$ cat src/rtl/apb_cmd_master_pkg.sv
// Shared types and defaults for the APB command master: state encoding,
// response-code bit positions and default widths.
package apb_cmd_master_pkg;

  localparam int DEF_ADDRESS_SIZE   = 32;
  localparam int DEF_REG_WIDTH      = 8;
  localparam int DEF_TIMEOUT_CYCLES = 16;

  typedef logic [1:0] state_t;

  localparam state_t ST_IDLE   = 2'd0;
  localparam state_t ST_SETUP  = 2'd1;
  localparam state_t ST_ACCESS = 2'd2;
  localparam state_t ST_RESP   = 2'd3;

  localparam int RSP_ERR_BIT     = 0;
  localparam int RSP_TIMEOUT_BIT = 1;
  localparam int RSP_CODE_W      = 2;

  typedef logic [RSP_CODE_W-1:0] rsp_code_t;

endpackage

$ cat src/rtl/apb_cmd_master_if.sv
// Command/response handshake plus APB requester bus, bundled for the
// command master (master modport) and whatever drives/observes it (slave).
interface apb_cmd_master_if import apb_cmd_master_pkg::*; #(
  parameter int ADDRESS_SIZE = DEF_ADDRESS_SIZE,
  parameter int REG_WIDTH    = DEF_REG_WIDTH
) ();

  logic                    cmd_valid;
  logic                    cmd_ready;
  logic                    cmd_write;
  logic [ADDRESS_SIZE-1:0] cmd_addr;
  logic [REG_WIDTH-1:0]    cmd_wdata;

  logic                    rsp_valid;
  logic                    rsp_ready;
  logic [REG_WIDTH-1:0]    rsp_rdata;
  logic                    rsp_err;
  logic                    rsp_timeout;

  logic [ADDRESS_SIZE-1:0] addr;
  logic                    sel;
  logic                    en;
  logic                    write;
  logic [REG_WIDTH-1:0]    wdata;
  logic [REG_WIDTH-1:0]    rdata;
  logic                    ready;
  logic                    slv_err;

  modport master (
    input  cmd_valid, cmd_write, cmd_addr, cmd_wdata, rsp_ready,
    input  rdata, ready, slv_err,
    output cmd_ready, rsp_valid, rsp_rdata, rsp_err, rsp_timeout,
    output addr, sel, en, write, wdata
  );

  modport slave (
    output cmd_valid, cmd_write, cmd_addr, cmd_wdata, rsp_ready,
    output rdata, ready, slv_err,
    input  cmd_ready, rsp_valid, rsp_rdata, rsp_err, rsp_timeout,
    input  addr, sel, en, write, wdata
  );

endinterface

$ cat src/rtl/apb_cmd_master_access_watchdog.sv
// ACCESS-phase watchdog: counts wait-state cycles and flags expiry on the
// last allowed cycle; only instantiated when APB_CMD_MASTER_TIMEOUT_EN is set.
module apb_access_watchdog import apb_cmd_master_pkg::*; #(
  parameter int TIMEOUT_CYCLES = DEF_TIMEOUT_CYCLES
) (
  input  logic clk,
  input  logic rst,
  input  logic i_clear,
  input  logic i_active,
  input  logic i_ready,
  output logic o_expired
);

  localparam int CNT_W = (TIMEOUT_CYCLES > 1) ? $clog2(TIMEOUT_CYCLES) : 1;
  localparam logic [CNT_W-1:0] CNT_LAST = CNT_W'(TIMEOUT_CYCLES - 1);

  logic [CNT_W-1:0] r_count;

  // ready in the expiry cycle takes priority, so expiry requires ready low
  assign o_expired = i_active && !i_ready && (r_count == CNT_LAST);

  always_ff @(posedge clk or posedge rst) begin
    if (rst) begin
      r_count <= '0;
    end else if (i_clear) begin
      r_count <= '0;
    end else if (i_active && !i_ready && !o_expired) begin
      r_count <= r_count + 1'b1;
    end
  end

endmodule

$ cat src/rtl/apb_cmd_master.sv
// APB requester: turns valid/ready commands into SETUP/ACCESS transfers and
// returns one response each. Optional ACCESS watchdog: APB_CMD_MASTER_TIMEOUT_EN.
module apb_cmd_master import apb_cmd_master_pkg::*; #(
  parameter int ADDRESS_SIZE   = DEF_ADDRESS_SIZE,
  parameter int REG_WIDTH      = DEF_REG_WIDTH,
  parameter int TIMEOUT_CYCLES = DEF_TIMEOUT_CYCLES
) (
  input  logic             clk,
  input  logic             rst,
  apb_cmd_master_if.master bus
);

  state_t                  r_state;
  logic                    r_write;
  logic [ADDRESS_SIZE-1:0] r_addr;
  logic [REG_WIDTH-1:0]    r_wdata;
  logic [REG_WIDTH-1:0]    r_rsp_rdata;
  rsp_code_t               r_rsp_code;

  logic w_sel;
  logic w_timeout;

`ifdef APB_CMD_MASTER_TIMEOUT_EN
  apb_access_watchdog #(
    .TIMEOUT_CYCLES(TIMEOUT_CYCLES)
  ) u_watchdog (
    .clk       (clk),
    .rst       (rst),
    .i_clear   (r_state == ST_SETUP),
    .i_active  (r_state == ST_ACCESS),
    .i_ready   (bus.ready),
    .o_expired (w_timeout)
  );
`else
  logic w_unused_timeout_cfg;
  assign w_unused_timeout_cfg = (TIMEOUT_CYCLES > 0);
  assign w_timeout = 1'b0;
`endif

  always_ff @(posedge clk or posedge rst) begin
    if (rst) begin
      r_state     <= ST_IDLE;
      r_write     <= 1'b0;
      r_addr      <= '0;
      r_wdata     <= '0;
      r_rsp_rdata <= '0;
      r_rsp_code  <= '0;
    end else begin
      case (r_state)
        ST_IDLE: begin
          if (bus.cmd_valid) begin
            r_write <= bus.cmd_write;
            r_addr  <= bus.cmd_addr;
            r_wdata <= bus.cmd_wdata;
            r_state <= ST_SETUP;
          end
        end
        ST_SETUP: begin
          r_state <= ST_ACCESS;
        end
        ST_ACCESS: begin
          if (bus.ready) begin
            r_rsp_rdata                  <= r_write ? '0 : bus.rdata;
            r_rsp_code[RSP_ERR_BIT]      <= bus.slv_err;
            r_rsp_code[RSP_TIMEOUT_BIT]  <= 1'b0;
            r_state                      <= ST_RESP;
          end else if (w_timeout) begin
            r_rsp_rdata                  <= '0;
            r_rsp_code[RSP_ERR_BIT]      <= 1'b1;
            r_rsp_code[RSP_TIMEOUT_BIT]  <= 1'b1;
            r_state                      <= ST_RESP;
          end
        end
        ST_RESP: begin
          if (bus.rsp_ready) begin
            r_state <= ST_IDLE;
          end
        end
        default: begin
          r_state <= ST_IDLE;
        end
      endcase
    end
  end

  assign w_sel = (r_state == ST_SETUP) || (r_state == ST_ACCESS);

  // outputs decode straight from state so reset drops sel/en immediately
  assign bus.sel   = w_sel;
  assign bus.en    = (r_state == ST_ACCESS);
  assign bus.addr  = w_sel ? r_addr : '0;
  assign bus.write = w_sel && r_write;
  assign bus.wdata = (w_sel && r_write) ? r_wdata : '0;

  assign bus.cmd_ready   = (r_state == ST_IDLE) && !rst;
  assign bus.rsp_valid   = (r_state == ST_RESP);
  assign bus.rsp_rdata   = r_rsp_rdata;
  assign bus.rsp_err     = r_rsp_code[RSP_ERR_BIT];
  assign bus.rsp_timeout = r_rsp_code[RSP_TIMEOUT_BIT];

endmodule

$ cat src/flat_wrapper.sv
// flat-port wrapper written by rule: the top's interface ports become plain ports
module apb_cmd_master_flat import apb_cmd_master_pkg::*;
#(
  parameter int ADDRESS_SIZE   = DEF_ADDRESS_SIZE,
  parameter int REG_WIDTH      = DEF_REG_WIDTH,
  parameter int TIMEOUT_CYCLES = DEF_TIMEOUT_CYCLES
)
  (clk, rst, bus_cmd_valid, bus_cmd_write, bus_cmd_addr, bus_cmd_wdata, bus_rsp_ready, bus_rdata, bus_ready, bus_slv_err, bus_cmd_ready, bus_rsp_valid, bus_rsp_rdata, bus_rsp_err, bus_rsp_timeout, bus_addr, bus_sel, bus_en, bus_write, bus_wdata);
  apb_cmd_master_if #(.ADDRESS_SIZE(ADDRESS_SIZE), .REG_WIDTH(REG_WIDTH)) bus_i ();
  input  logic clk;
  input  logic rst;
  input wire logic [$bits(bus_i.cmd_valid)-1:0] bus_cmd_valid;
  input wire logic [$bits(bus_i.cmd_write)-1:0] bus_cmd_write;
  input wire logic [$bits(bus_i.cmd_addr)-1:0] bus_cmd_addr;
  input wire logic [$bits(bus_i.cmd_wdata)-1:0] bus_cmd_wdata;
  input wire logic [$bits(bus_i.rsp_ready)-1:0] bus_rsp_ready;
  input wire logic [$bits(bus_i.rdata)-1:0] bus_rdata;
  input wire logic [$bits(bus_i.ready)-1:0] bus_ready;
  input wire logic [$bits(bus_i.slv_err)-1:0] bus_slv_err;
  output wire logic [$bits(bus_i.cmd_ready)-1:0] bus_cmd_ready;
  output wire logic [$bits(bus_i.rsp_valid)-1:0] bus_rsp_valid;
  output wire logic [$bits(bus_i.rsp_rdata)-1:0] bus_rsp_rdata;
  output wire logic [$bits(bus_i.rsp_err)-1:0] bus_rsp_err;
  output wire logic [$bits(bus_i.rsp_timeout)-1:0] bus_rsp_timeout;
  output wire logic [$bits(bus_i.addr)-1:0] bus_addr;
  output wire logic [$bits(bus_i.sel)-1:0] bus_sel;
  output wire logic [$bits(bus_i.en)-1:0] bus_en;
  output wire logic [$bits(bus_i.write)-1:0] bus_write;
  output wire logic [$bits(bus_i.wdata)-1:0] bus_wdata;
  assign bus_i.cmd_valid = bus_cmd_valid;
  assign bus_i.cmd_write = bus_cmd_write;
  assign bus_i.cmd_addr = bus_cmd_addr;
  assign bus_i.cmd_wdata = bus_cmd_wdata;
  assign bus_i.rsp_ready = bus_rsp_ready;
  assign bus_i.rdata = bus_rdata;
  assign bus_i.ready = bus_ready;
  assign bus_i.slv_err = bus_slv_err;
  assign bus_cmd_ready = bus_i.cmd_ready;
  assign bus_rsp_valid = bus_i.rsp_valid;
  assign bus_rsp_rdata = bus_i.rsp_rdata;
  assign bus_rsp_err = bus_i.rsp_err;
  assign bus_rsp_timeout = bus_i.rsp_timeout;
  assign bus_addr = bus_i.addr;
  assign bus_sel = bus_i.sel;
  assign bus_en = bus_i.en;
  assign bus_write = bus_i.write;
  assign bus_wdata = bus_i.wdata;
  apb_cmd_master #(.ADDRESS_SIZE(ADDRESS_SIZE), .REG_WIDTH(REG_WIDTH), .TIMEOUT_CYCLES(TIMEOUT_CYCLES)) u_core (.clk(clk), .rst(rst), .bus(bus_i));
endmodule
$ cat config.mk
export PLATFORM = sky130hd
export DESIGN_NAME = apb_cmd_master_flat
export DESIGN_NICKNAME = d
export VERILOG_FILES = /design/src/rtl/apb_cmd_master_pkg.sv /design/src/rtl/apb_cmd_master_if.sv /design/src/rtl/apb_cmd_master_access_watchdog.sv /design/src/rtl/apb_cmd_master.sv /design/src/flat_wrapper.sv
export SDC_FILE = /design/constraint.sdc
export NUM_CORES = 1
export LEC_CHECK = 0
export ABC_AREA = 1
export BUFFER_PORTS_ARGS = -buffer_cell sky130_fd_sc_hd__buf_2
export CORE_UTILIZATION = 40
export CTS_BUF_LIST = sky130_fd_sc_hd__clkbuf_8
export DETAILED_ROUTE_END_ITERATION = 7
export GPL_ROUTABILITY_DRIVEN = 1
export PLACE_DENSITY = 0.77
export SYNTH_ARGS = -nofsm -noshare
export SYNTH_HDL_FRONTEND = slang
export SYNTH_HIERARCHICAL = 1
export SYNTH_SLANG_ARGS = --single-unit
$ cat constraint.sdc
create_clock -name clk -period 1.7 [get_ports clk]
set_clock_uncertainty 0.2 [all_clocks]
set_input_delay 0.34 -clock clk [delete_from_list [all_inputs] [get_ports clk]]
set_output_delay 0.34 -clock clk [all_outputs]
set_load 0.01 [all_outputs]
* Word-level counts from Yosys, hierarchy flattened *
Cells that the tools add are included.

word-level totals
  bits in registers = 52
  word-level logic and storage cells = 27
  bits of input ports = 55

operators by class
  reduce and logical (&&, ||, !) cells = 8
  mux-type cells = 7
  equality and inequality tests = 6

operators with widths
  cell                number
  $mux 32             1
  $mux 8              2
  $pmux 2 s4          1
  $mux 2              3
  $ne 2x2->1 const B  3
  $eq 2x2->1 const B  2
  $reduce_and 2->1    2
  $reduce_and 3->1    1
  $eq 2x1->1 const B  1
  $logic_and 1x1->1   2
  $logic_not 2->1     1
  $logic_not 1->1     1
  $logic_or 1x1->1    1

* Longest topological paths before layout *
Gate-level depths: netlist (run 1).

  depth in word-level cells = 4
  mapped depth = 7
  mapped depth without buffers = 6

* Worst setup path after synthesis (run 1) *
OpenSTA, ideal clock, no wires.

  path kind = register to output
  from = reg u_core.r_state[1]
  to = out bus_wdata[0]
  arrival time = 1.252 ns
  data required time = 1.160 ns
  slack = -0.092 ns
  stages on the path, launching flop included = 6
  cell sequence = dfrtp_1 > inv_1 > ha_1 > buf_2 > nand2_1 > nor2_1

on the way
  word-level cells in the longest chain between the ends = 4
  elaborated cells between the ends (all ways) = 5

ends and longest elaborated chain
  what                                             RTL line              text
  from (decl)                                      apb_cmd_master.sv:13  state_t r_state;
  from (signal assigned)                           apb_cmd_master.sv:42  r_state <= ST_IDLE;
  from (signal assigned)                           apb_cmd_master.sv:55  r_state <= ST_SETUP;
  from (signal assigned)                           apb_cmd_master.sv:59  r_state <= ST_ACCESS;
  $eq 2x1->1 / $eq 2x2->1 (equally long branches)  apb_cmd_master.sv:86  assign w_sel = (r_state == ST_SETUP) || (r_state == ST_ACCESS);
  $logic_or 1x1->1 (*)                             apb_cmd_master.sv:86
  via bus_sel                                      flat_wrapper.sv:26    output wire logic [$bits(bus_i.sel)-1:0] bus_sel;
  $logic_and 1x1->1 (*)                            apb_cmd_master.sv:93  assign bus.wdata = (w_sel && r_write) ? r_wdata : '0;
  $mux 8 (*)                                       apb_cmd_master.sv:93
  to (decl)                                        flat_wrapper.sv:29    output wire logic [$bits(bus_i.wdata)-1:0] bus_wdata;

The timed path passes the listed nets; every way through them passes the cells marked *.

* Final worst setup path (run 1) *
  from = reg u_core.r_state[0]
  to = out bus_wdata[6]

on the way
  word-level cells in the longest chain between the ends = 4
  elaborated cells between the ends (all ways) = 5

ends and longest elaborated chain
  what                                             RTL line
  $eq 2x1->1 / $eq 2x2->1 (equally long branches)  apb_cmd_master.sv:86
  $logic_or 1x1->1 (*)                             apb_cmd_master.sv:86
  $logic_and 1x1->1 (*)                            apb_cmd_master.sv:93
  $mux 8 (*)                                       apb_cmd_master.sv:93

Every way passes the cells marked *; elsewhere a longest branch is shown, timed or not.

==> flow_summary.json, run 1 <==
{
  "crit_arrival_ps": 1480,
  "fillers": 542,
  "antenna_found_initial": 0,
  "htreeDepth": 2,
  "pwr-share-clk": 0.098,
  "cts.sinks": 52,
  "start_util": 0.422,
  "first_iter_violations": 121,
  "fmax_mhz": 495,
  "die_y_um": 82.0,
  "place_congestion": 0.729,
  "synthDistinctLibCells": 19,
  "wire_per_inst_um": 11.6,
  "drive_above_1_share": 0.387,
  "nets": 495,
  "crit_type": "reg -> out",
  "reg2reg_depth": 8,
  "slew_viol_final": 0,
  "placed_area_sq_um": 3200,
  "numCtsBuffers": 5,
  "cp-start-kind": "register",
  "yosys_warnings": 6,
  "grt_overflow": 0,
  "io_pins": 110,
  "power_leakage_nw": 2.16,
  "diodes": 0,
  "r2r-start": "u_core/r_state[1]",
  "p_sw_mw": 3.14,
  "rsz0062_at_grt": "true",
  "finalCriticalPeriod_ps": 2020,
  "finalInstanceArea_sq_um": 3540,
  "die_w_um": 82.0,
  "cts_max_path_buffers": 2,
  "path_clk_slew_ps": 90,
  "p_comb_frac": 0.609,
  "layout_commonest_cell": "nand2_1",
  "vias": 2379,
  "drtAntennaViolNets": 0,
  "hold_path_end": "u_core/r_addr[8]",
  "grt_max_degree": 53,
  "syn_inst": 323,
  "hpwl_mm": 4.13,
  "final_cell_mix": "122 x nand2_1, 95 x buf_2, 52 x dfrtp_1",
  "status": "finished, violations left",
  "r2r_setup_slack_ps": 140,
  "syn_area_per_cell_sq_um": 7.92,
  "cp.required_ps": 1160,
  "utilization": 0.584,
  "netlist_area_sq_um": 2560,
  "die-area_sq_um": 6720,
  "violations": "negative setup slack",
  "cp-end-kind": "primary output",
  "grt_usage": 0.178,
  "drtPass1Iterations": 4,
  "ir_worst_vdd_mv": 1.23,
  "switching_share": 0.432,
  "p_seq_frac": 0.293,
  "hold_violations": 0,
  "holdPathStages": 3,
  "maxCapViolations": 0,
  "setup_tns_ps": -10640,
  "clock_latency_ps": 290,
  "period_share": 1.19,
  "cts_tree": "done",
  "cts_root_buf": "clkbuf_8",
  "crit_fanout": 5,
  "layout_setup_ws_ps": -320,
  "drc_errors": 0,
  "wl_mm": 5.95,
  "regToRegEndpoint": "u_core/r_state[0]",
  "p_int_mw": 4.13,
  "synthToLayoutAreaGrowth_pct": 38.4,
  "power_density_nw_per_um2": 2050,
  "grt_pass1_vias": 2146,
  "synth-seq-cells": 52,
  "worst_hold_path_type": "in -> reg",
  "hp-start": "bus_cmd_addr[8]",
  "rows": 28,
  "grt_pass1_wl_mm": 9.18,
  "core-area_sq_um": 6060,
  "ys_seq_area_frac": 0.509,
  "io_buffers": 108,
  "syn-num-nets": 382,
  "vias_per_cell": 4.65,
  "setup_violations": 43
}
==> through the flow <==
step                      hold slack (ps)  power [mW]  setup slack, ps  cells
after floorplan                       195        4.43            -8.10    323
after global placement                237        5.67             54.1    498
after detailed placement              245        5.78             9.39    498
after CTS                            46.3        6.89             -324    510
after global routing                 46.0        7.91             -403    512
final                                53.1        7.27             -320    512
==> routing by layer <==
| metal | routed length [um] | share of wire | global-route usage | vias to the layer above |
|---|---|---|---|---|
| met4 | 53 | 0.0089 | 0.0544 | 0 |
| met2 | 3010 | 0.51 | 0.328 | 79 |
| li1 | - | - | - | 1192 |
| met3 | 340 | 0.057 | 0.0367 | 7 |
| met1 | 2550 | 0.43 | 0.206 | 1101 |
| met5 | 0 | 0 | 0 | - |
==> layout make-up <==
cell class,count,area (sq um),area share
Sequential cell,52,1300,0.368
Multi-Input combinational cell,202,1050,0.296
Clock buffer,6,82.6,0.0233
Timing Repair Buffer,124,802,0.227
Inverter,51,200,0.0566
Clock inverter,2,10.0,0.00283
Tap cell,75,93.8,0.0265
==> worst max path at each step <==
stage / from / to / slack, ps / cells past startpoint
global placement: u_core/r_state[1] / bus_addr[1] / 50 / 6
finish: u_core/r_state[0] / bus_wdata[6] / -320 / 6
floorplan: u_core/r_state[1] / bus_addr[12] / -8 / 6
global route: u_core/r_state[0] / bus_wdata[7] / -400 / 6
CTS: u_core/r_state[1] / bus_wdata[5] / -320 / 6
detailed placement: u_core/r_state[1] / bus_wdata[4] / 9 / 5
==> power groups by stage <==
stage	Combinational [mW]	Sequential (mW)	Clock [mW]
2_1_floorplan	2.33	2.10	0
3_3_place_gp	3.59	2.08	0
3_5_place_dp	3.67	2.11	0
4_1_cts	4.02	2.12	0.751
5_1_grt	4.93	2.19	0.792
6_report	4.43	2.13	0.713
==> state kept, by name (all words and copies together) (netlist names) <==
signal                flops
u_core/r_rsp_code         1
u_core/r_addr            32
u_core/bus.rsp_rdata      8
u_core/r_write            1
u_core/r_wdata            8
u_core/r_state            2
==> worst max-delay path, cell delays in order, from the launching register on <==
cell     delay [ps]
dfrtp_1         360
inv_2            60
ha_4            310
buf_12          130
nand2_8          80
nor2_2          100
buf_2           130
==> cells by family (layout without fill, tap and decap cells) <==
logic type / count (synthesis) / in the layout / synth area share
and+or+nand+nor: 179 / 180 / 0.294
buffers and inverters: 70 / 183 / 0.130
DFF: 52 / 52 / 0.509
AOI/OAI and AO/OA: 17 / 17 / 0.0465
adders and majority gates: 4 / 4 / 0.0196
other: 1 / 1 / 0.00147
==> synthesized netlist by cell type (all sizes together) <==
library cell,n,area share
nand4,2,0.0049
dfrtp,52,0.51
a21oi,9,0.031
conb,1,0.0015
nand2,125,0.19
o21ai,8,0.016
inv,50,0.073
nand3,34,0.067
ha,4,0.020
clkinv,1,0.0015
buf,19,0.055
nor2,18,0.035
==> what timing repair did <==
item | CTS | global route
hold endpoints to repair | 52 | 0
buffers inserted | 3 | 2
hold buffers | 1 | 0
gates resized for setup | 12 | 26
endpoints found under the setup margin | 45 | 46
cloned | 1 | 0
pin swaps | 4 | 5
Note: power is estimated with default switching activity, not from simulation.
==> run 2, diff against run 1 <==
--- a/config.mk
+++ b/config.mk
@@ -11,6 +11,7 @@
 export CTS_BUF_LIST = sky130_fd_sc_hd__clkbuf_8
 export DETAILED_ROUTE_END_ITERATION = 7
 export GPL_ROUTABILITY_DRIVEN = 1
+export MAX_ROUTING_LAYER = met4
 export PLACE_DENSITY = 0.77
 export SYNTH_ARGS = -nofsm -noshare
 export SYNTH_HDL_FRONTEND = slang
==> run 2 against run 1 <==
The flow still finishes with violations (negative setup slack). Final cell count is the same. Worst hold slack is essentially flat. Die area did not move. Largest cell class unchanged. Largest power group unchanged.
==> flow_summary.json, run 2 (synthesis results as in run 1) <==
{
  "drive_above_1_share": 0.387,
  "rsz0062_at_grt": "true",
  "cp-end-kind": "primary output",
  "antenna_found_initial": 0,
  "drtPass1Iterations": 4,
  "drc_errors": 0,
  "final_cell_mix": "122 x nand2_1, 95 x buf_2, 52 x dfrtp_1",
  "numCtsBuffers": 5,
  "p_seq_frac": 0.293,
  "power_mw": 7.27,
  "die_w_um": 82.0,
  "first_iter_violations": 123,
  "largest_reg_flops": 32,
  "finalInstanceArea_sq_um": 3540,
  "layout_setup_ws_ps": -320,
  "p_int_mw": 4.13,
  "die_y_um": 82.0,
  "crit_arrival_ps": 1480,
  "setup_tns_ps": -10640,
  "power_density_nw_per_um2": 2050,
  "layout_commonest_cell": "nand2_1",
  "core-area_sq_um": 6060,
  "status": "finished, violations left",
  "p_comb_frac": 0.609,
  "grt_overflow": 0,
  "grt_pass1_wl_mm": 9.18,
  "power_leakage_nw": 2.16,
  "wire_per_inst_um": 11.6,
  "cts_tree": "done",
  "diodes": 0,
  "nets": 495,
  "cp.required_ps": 1160,
  "placed_area_sq_um": 3200,
  "vias_per_cell": 4.65,
  "io_buffers": 108,
  "top_register": "u_core/r_addr",
  "crit_fanout": 5,
  "dp.cells": 498,
  "drtAntennaViolNets": 0,
  "clock_latency_ps": 290,
  "slew_viol_final": 0,
  "utilization": 0.584,
  "vias": 2380,
  "path_clk_slew_ps": 90,
  "cpPeakStageDelay_ps": 360,
  "die-area_sq_um": 6720,
  "wl_mm": 5.94,
  "cts_root_buf": "clkbuf_8",
  "setup_violations": 43,
  "cts.sinks": 52,
  "synthToLayoutAreaGrowth_pct": 38.4,
  "rows": 28,
  "cts_max_path_buffers": 2,
  "fmax_mhz": 495,
  "crit_type": "reg -> out",
  "grt_pass1_vias": 2146,
  "fin_cells": 512,
  "hold_violations": 0,
  "switching_share": 0.432,
  "violations": "negative setup slack",
  "io_pins": 110,
  "crit_chain": "inv_2, ha_4, buf_12, nand2_8, nor2_2, buf_2",
  "grt_usage": 0.184,
  "worst_hold_path_type": "in -> reg",
  "cp-start-kind": "register",
  "fillers": 542,
  "htreeDepth": 2,
  "ir_worst_vdd_mv": 1.23,
  "grt_max_degree": 53,
  "hpwl_mm": 4.13,
  "slowest_stage": "dfrtp_1",
  "period_share": 1.19,
  "p_sw_mw": 3.14,
  "finalCriticalPeriod_ps": 2020,
  "maxCapViolations": 0,
  "start_util": 0.422,
  "pwr-share-clk": 0.098,
  "place_congestion": 0.737
}
==> run 2: repair_timing <==
action                                  CTS  global route
pin swaps                                 4             5
endpoints found under the setup margin   45            46
hold buffers                              1             0
setup buffers                             3             2
hold endpoints to repair                 52             0
gates resized for setup                  12            26
cloned                                    1             0
==> run 2: path summary, 6_finish.rpt <==
kind / start / to / slack (ps) / cells past startpoint
hold reg to reg: u_core/r_rsp_code[0] / u_core/r_rsp_code[0] / 280 / 2
max in group asynchronous: rst / u_core/r_rsp_code[0] / 580 / 4
hold / removal: bus_cmd_addr[8] / u_core/r_addr[8] / 50 / 3
min in group asynchronous: rst / u_core/r_addr[15] / 490 / 4
setup / recovery: u_core/r_state[0] / bus_wdata[6] / -320 / 6
setup reg to reg: u_core/r_state[1] / u_core/r_state[0] / 140 / 8
==> run 2: layer usage <==
metal	GRT usage	share of wire	vias to the layer above
met5	-	0	-
li1	-	-	1192
met4	0.0544	0.0086	0
met1	0.208	0.43	1102
met2	0.328	0.51	79
met3	0.0333	0.053	7
==> run 2: area by class of cell <==
class,instances,area [sq um],share of cell area
Sequential cell,52,1300,0.368
Clock buffer,6,82.6,0.0233
Clock inverter,2,10.0,0.00283
Timing Repair Buffer,124,802,0.227
Inverter,51,200,0.0566
Multi-Input combinational cell,202,1050,0.296
Tap cell,75,93.8,0.0265
==> run 2: worst max-delay path, delay by kind of cell (launching register included) <==
kind,cells,cell delay [ps]
simple gates,2,180
buf+inv,3,320
flops,1,360
fa+ha+maj,1,310
==> run 2: power groups by stage <==
stage          logic (mW)  registers (mW)  clock network (mW)
4_1_cts              4.02            2.12               0.751
3_3_place_gp         3.59            2.08                   0
2_1_floorplan        2.33            2.10                   0
6_report             4.43            2.13               0.713
5_1_grt              4.93            2.19               0.792
3_5_place_dp         3.67            2.11                   0
==> run 2: through the flow <==
step                setup slack (ps)  hold WS [ps]
floorplan                      -8.10           195
global placement                54.1           237
detailed placement              9.39           245
CTS                             -324          46.3
global route                    -403          46.0
finish                          -320          53.1
==> run 3, diff against run 2 <==
--- a/config.mk
+++ b/config.mk
@@ -11,8 +11,10 @@
 export CTS_BUF_LIST = sky130_fd_sc_hd__clkbuf_8
 export DETAILED_ROUTE_END_ITERATION = 7
 export GPL_ROUTABILITY_DRIVEN = 1
+export GPL_TIMING_DRIVEN = 0
 export MAX_ROUTING_LAYER = met4
 export PLACE_DENSITY = 0.77
+export SKIP_CTS_REPAIR_TIMING = 1
 export SYNTH_ARGS = -nofsm -noshare
 export SYNTH_HDL_FRONTEND = slang
 export SYNTH_HIERARCHICAL = 1
==> constraint.sdc (replaced) <==
create_clock -name clk -period 1.7 [get_ports clk]
set_clock_uncertainty 0.2 [all_clocks]
set_input_delay 0.34 -clock clk [delete_from_list [all_inputs] [get_ports clk]]
set_output_delay 0.34 -clock clk [all_outputs]
set_load 0.005 [all_outputs]
==> run 3 against run 2 <==
The flow still finishes with violations (negative setup slack). Global-route usage down 0.27 points. First-iteration DRC count down 44%. Critical path depth up 1. Clock power up 25%. Combinational power up 14%. Sequential power up 2%. Via count up 2.8%. Die area unchanged. Count of clock-buffer cells in the layout unchanged. Wire length up 9.8%. Sequential share of layout area down 2.7 points. Fmax down 4.4%.
==> flow_summary.json, run 3 (synthesis results as in run 1) <==
{
  "cpPeakStageDelay_ps": 420,
  "core-area_sq_um": 6060,
  "path_clk_slew_ps": 100,
  "drtPass1Iterations": 4,
  "setup_violations": 47,
  "die_y_um": 82.0,
  "synthToLayoutAreaGrowth_pct": 49.1,
  "grt_max_degree": 53,
  "crit_chain": "inv_2, ha_4, clkbuf_16, clkbuf_16, nand2_1, inv_1, buf_2",
  "crit_type": "reg -> out",
  "cts_max_path_buffers": 2,
  "top_register": "u_core/r_addr",
  "diodes": 0,
  "grt_overflow": 0,
  "layout_setup_ws_ps": -413,
  "rows": 28,
  "nets": 514,
  "die_w_um": 82.0,
  "crit_arrival_ps": 1570,
  "hold_ws_ps": 43.9,
  "cp.required_ps": 1160,
  "slowest_stage": "dfrtp_1",
  "fin_cells": 531,
  "maxCapViolations": 0,
  "dp.cells": 505,
  "io_pins": 110,
  "die-area_sq_um": 6720,
  "drc_errors": 0,
  "io_buffers": 107,
  "largest_reg_flops": 32,
  "place_congestion": 0.670,
  "cp-end-kind": "primary output",
  "cts.sinks": 52,
  "fmax_mhz": 473,
  "cts_tree": "done",
  "crit_fanout": 5,
  "grt_pass1_vias": 2075,
  "hold_violations": 0,
  "clock_latency_ps": 310,
  "power_density_nw_per_um2": 2130,
  "finalCriticalPeriod_ps": 2110,
  "hpwl_mm": 4.08,
  "vias_per_cell": 4.61,
  "numCtsBuffers": 5,
  "violations": "negative setup slack",
  "slew_viol_final": 0,
  "slew-limit-headroom": 0.260,
  "antenna_found_initial": 0,
  "drive_above_1_share": 0.509,
  "grt_pass1_wl_mm": 8.98,
  "start_util": 0.422,
  "layout_commonest_cell": "buf_2",
  "cp-start-kind": "register",
  "crit_path_frequent_cell": "clkbuf_16",
  "worst_hold_path_type": "in -> reg",
  "wl_mm": 6.53,
  "ir_worst_vdd_mv": 1.08,
  "cts_root_buf": "clkbuf_8",
  "rsz0062_at_grt": "true",
  "drtAntennaViolNets": 0,
  "setup_tns_ps": -15990,
  "worstMarginPinSlew_ps": 1110,
  "status": "finished, violations left",
  "first_iter_violations": 69,
  "power_leakage_nw": 2.30,
  "final_cell_mix": "101 x buf_2, 95 x nand2_1, 52 x dfrtp_1",
  "vias": 2446,
  "grt_usage": 0.181,
  "period_share": 1.24,
  "htreeDepth": 2,
  "wire_per_inst_um": 12.3
}
[run 3: metrics by stage]
step	total power, mW	setup WS [ps]	util	instance area, sq um
after floorplan	4.01	6.92	-	2560
after global placement	5.17	-261	0.526	3190
after detailed placement	5.24	-255	0.526	3190
after CTS	6.14	-613	0.546	3310
after global routing	8.75	-455	0.629	3810
final	8.12	-413	0.629	3810
[run 3: final cells by class]
cell class,count,area (sq um)
Fill cell,516,2250
Multi-Input combinational cell,201,1070
Timing Repair Buffer,126,828
Clock inverter,2,38.8
Sequential cell,52,1300
Tap cell,75,93.8
Buffer,18,200
Inverter,51,195
Clock buffer,6,82.6
[run 3: per-layer routing]
metal	GRT usage	wire length [um]	up-vias
li1	-	-	1224
met1	0.215	2860	1134
met2	0.306	3240	82
met3	0.0444	366	6
met4	0.0474	57	0
met5	-	0	-
[run 3: worst paths after layout]
| kind | from | end | slack (ps) | cells past startpoint |
|---|---|---|---|---|
| min | bus_cmd_addr[2] | u_core/r_addr[2] | 40 | 3 |
| min in group asynchronous | rst | u_core/r_addr[21] | 90 | 2 |
| max reg2reg | u_core/r_state[1] | u_core/r_wdata[5] | 0 | 9 |
| max in group asynchronous | rst | u_core/r_wdata[1] | 620 | 2 |
| max | u_core/r_state[1] | bus_addr[10] | -410 | 7 |
| min reg2reg | u_core/r_rsp_code[0] | u_core/r_rsp_code[0] | 280 | 2 |
[run 3: critical path: cells and delay by family, from the launching register on]
family	cells	cell delay [ps]
simple gates	1	60
flops	1	420
buf+inv	5	550
fa+ha+maj	1	230
[run 3: power by group]
group / internal, mW / leakage (nW) / total (mW) / switching, mW
sequential: 1.81 / 0.639 / 2.18 / 0.367
combinational: 2.62 / 1.60 / 5.05 / 2.43
clock: 0.482 / 0.0614 / 0.894 / 0.412
total: 4.92 / 2.30 / 8.12 / 3.20
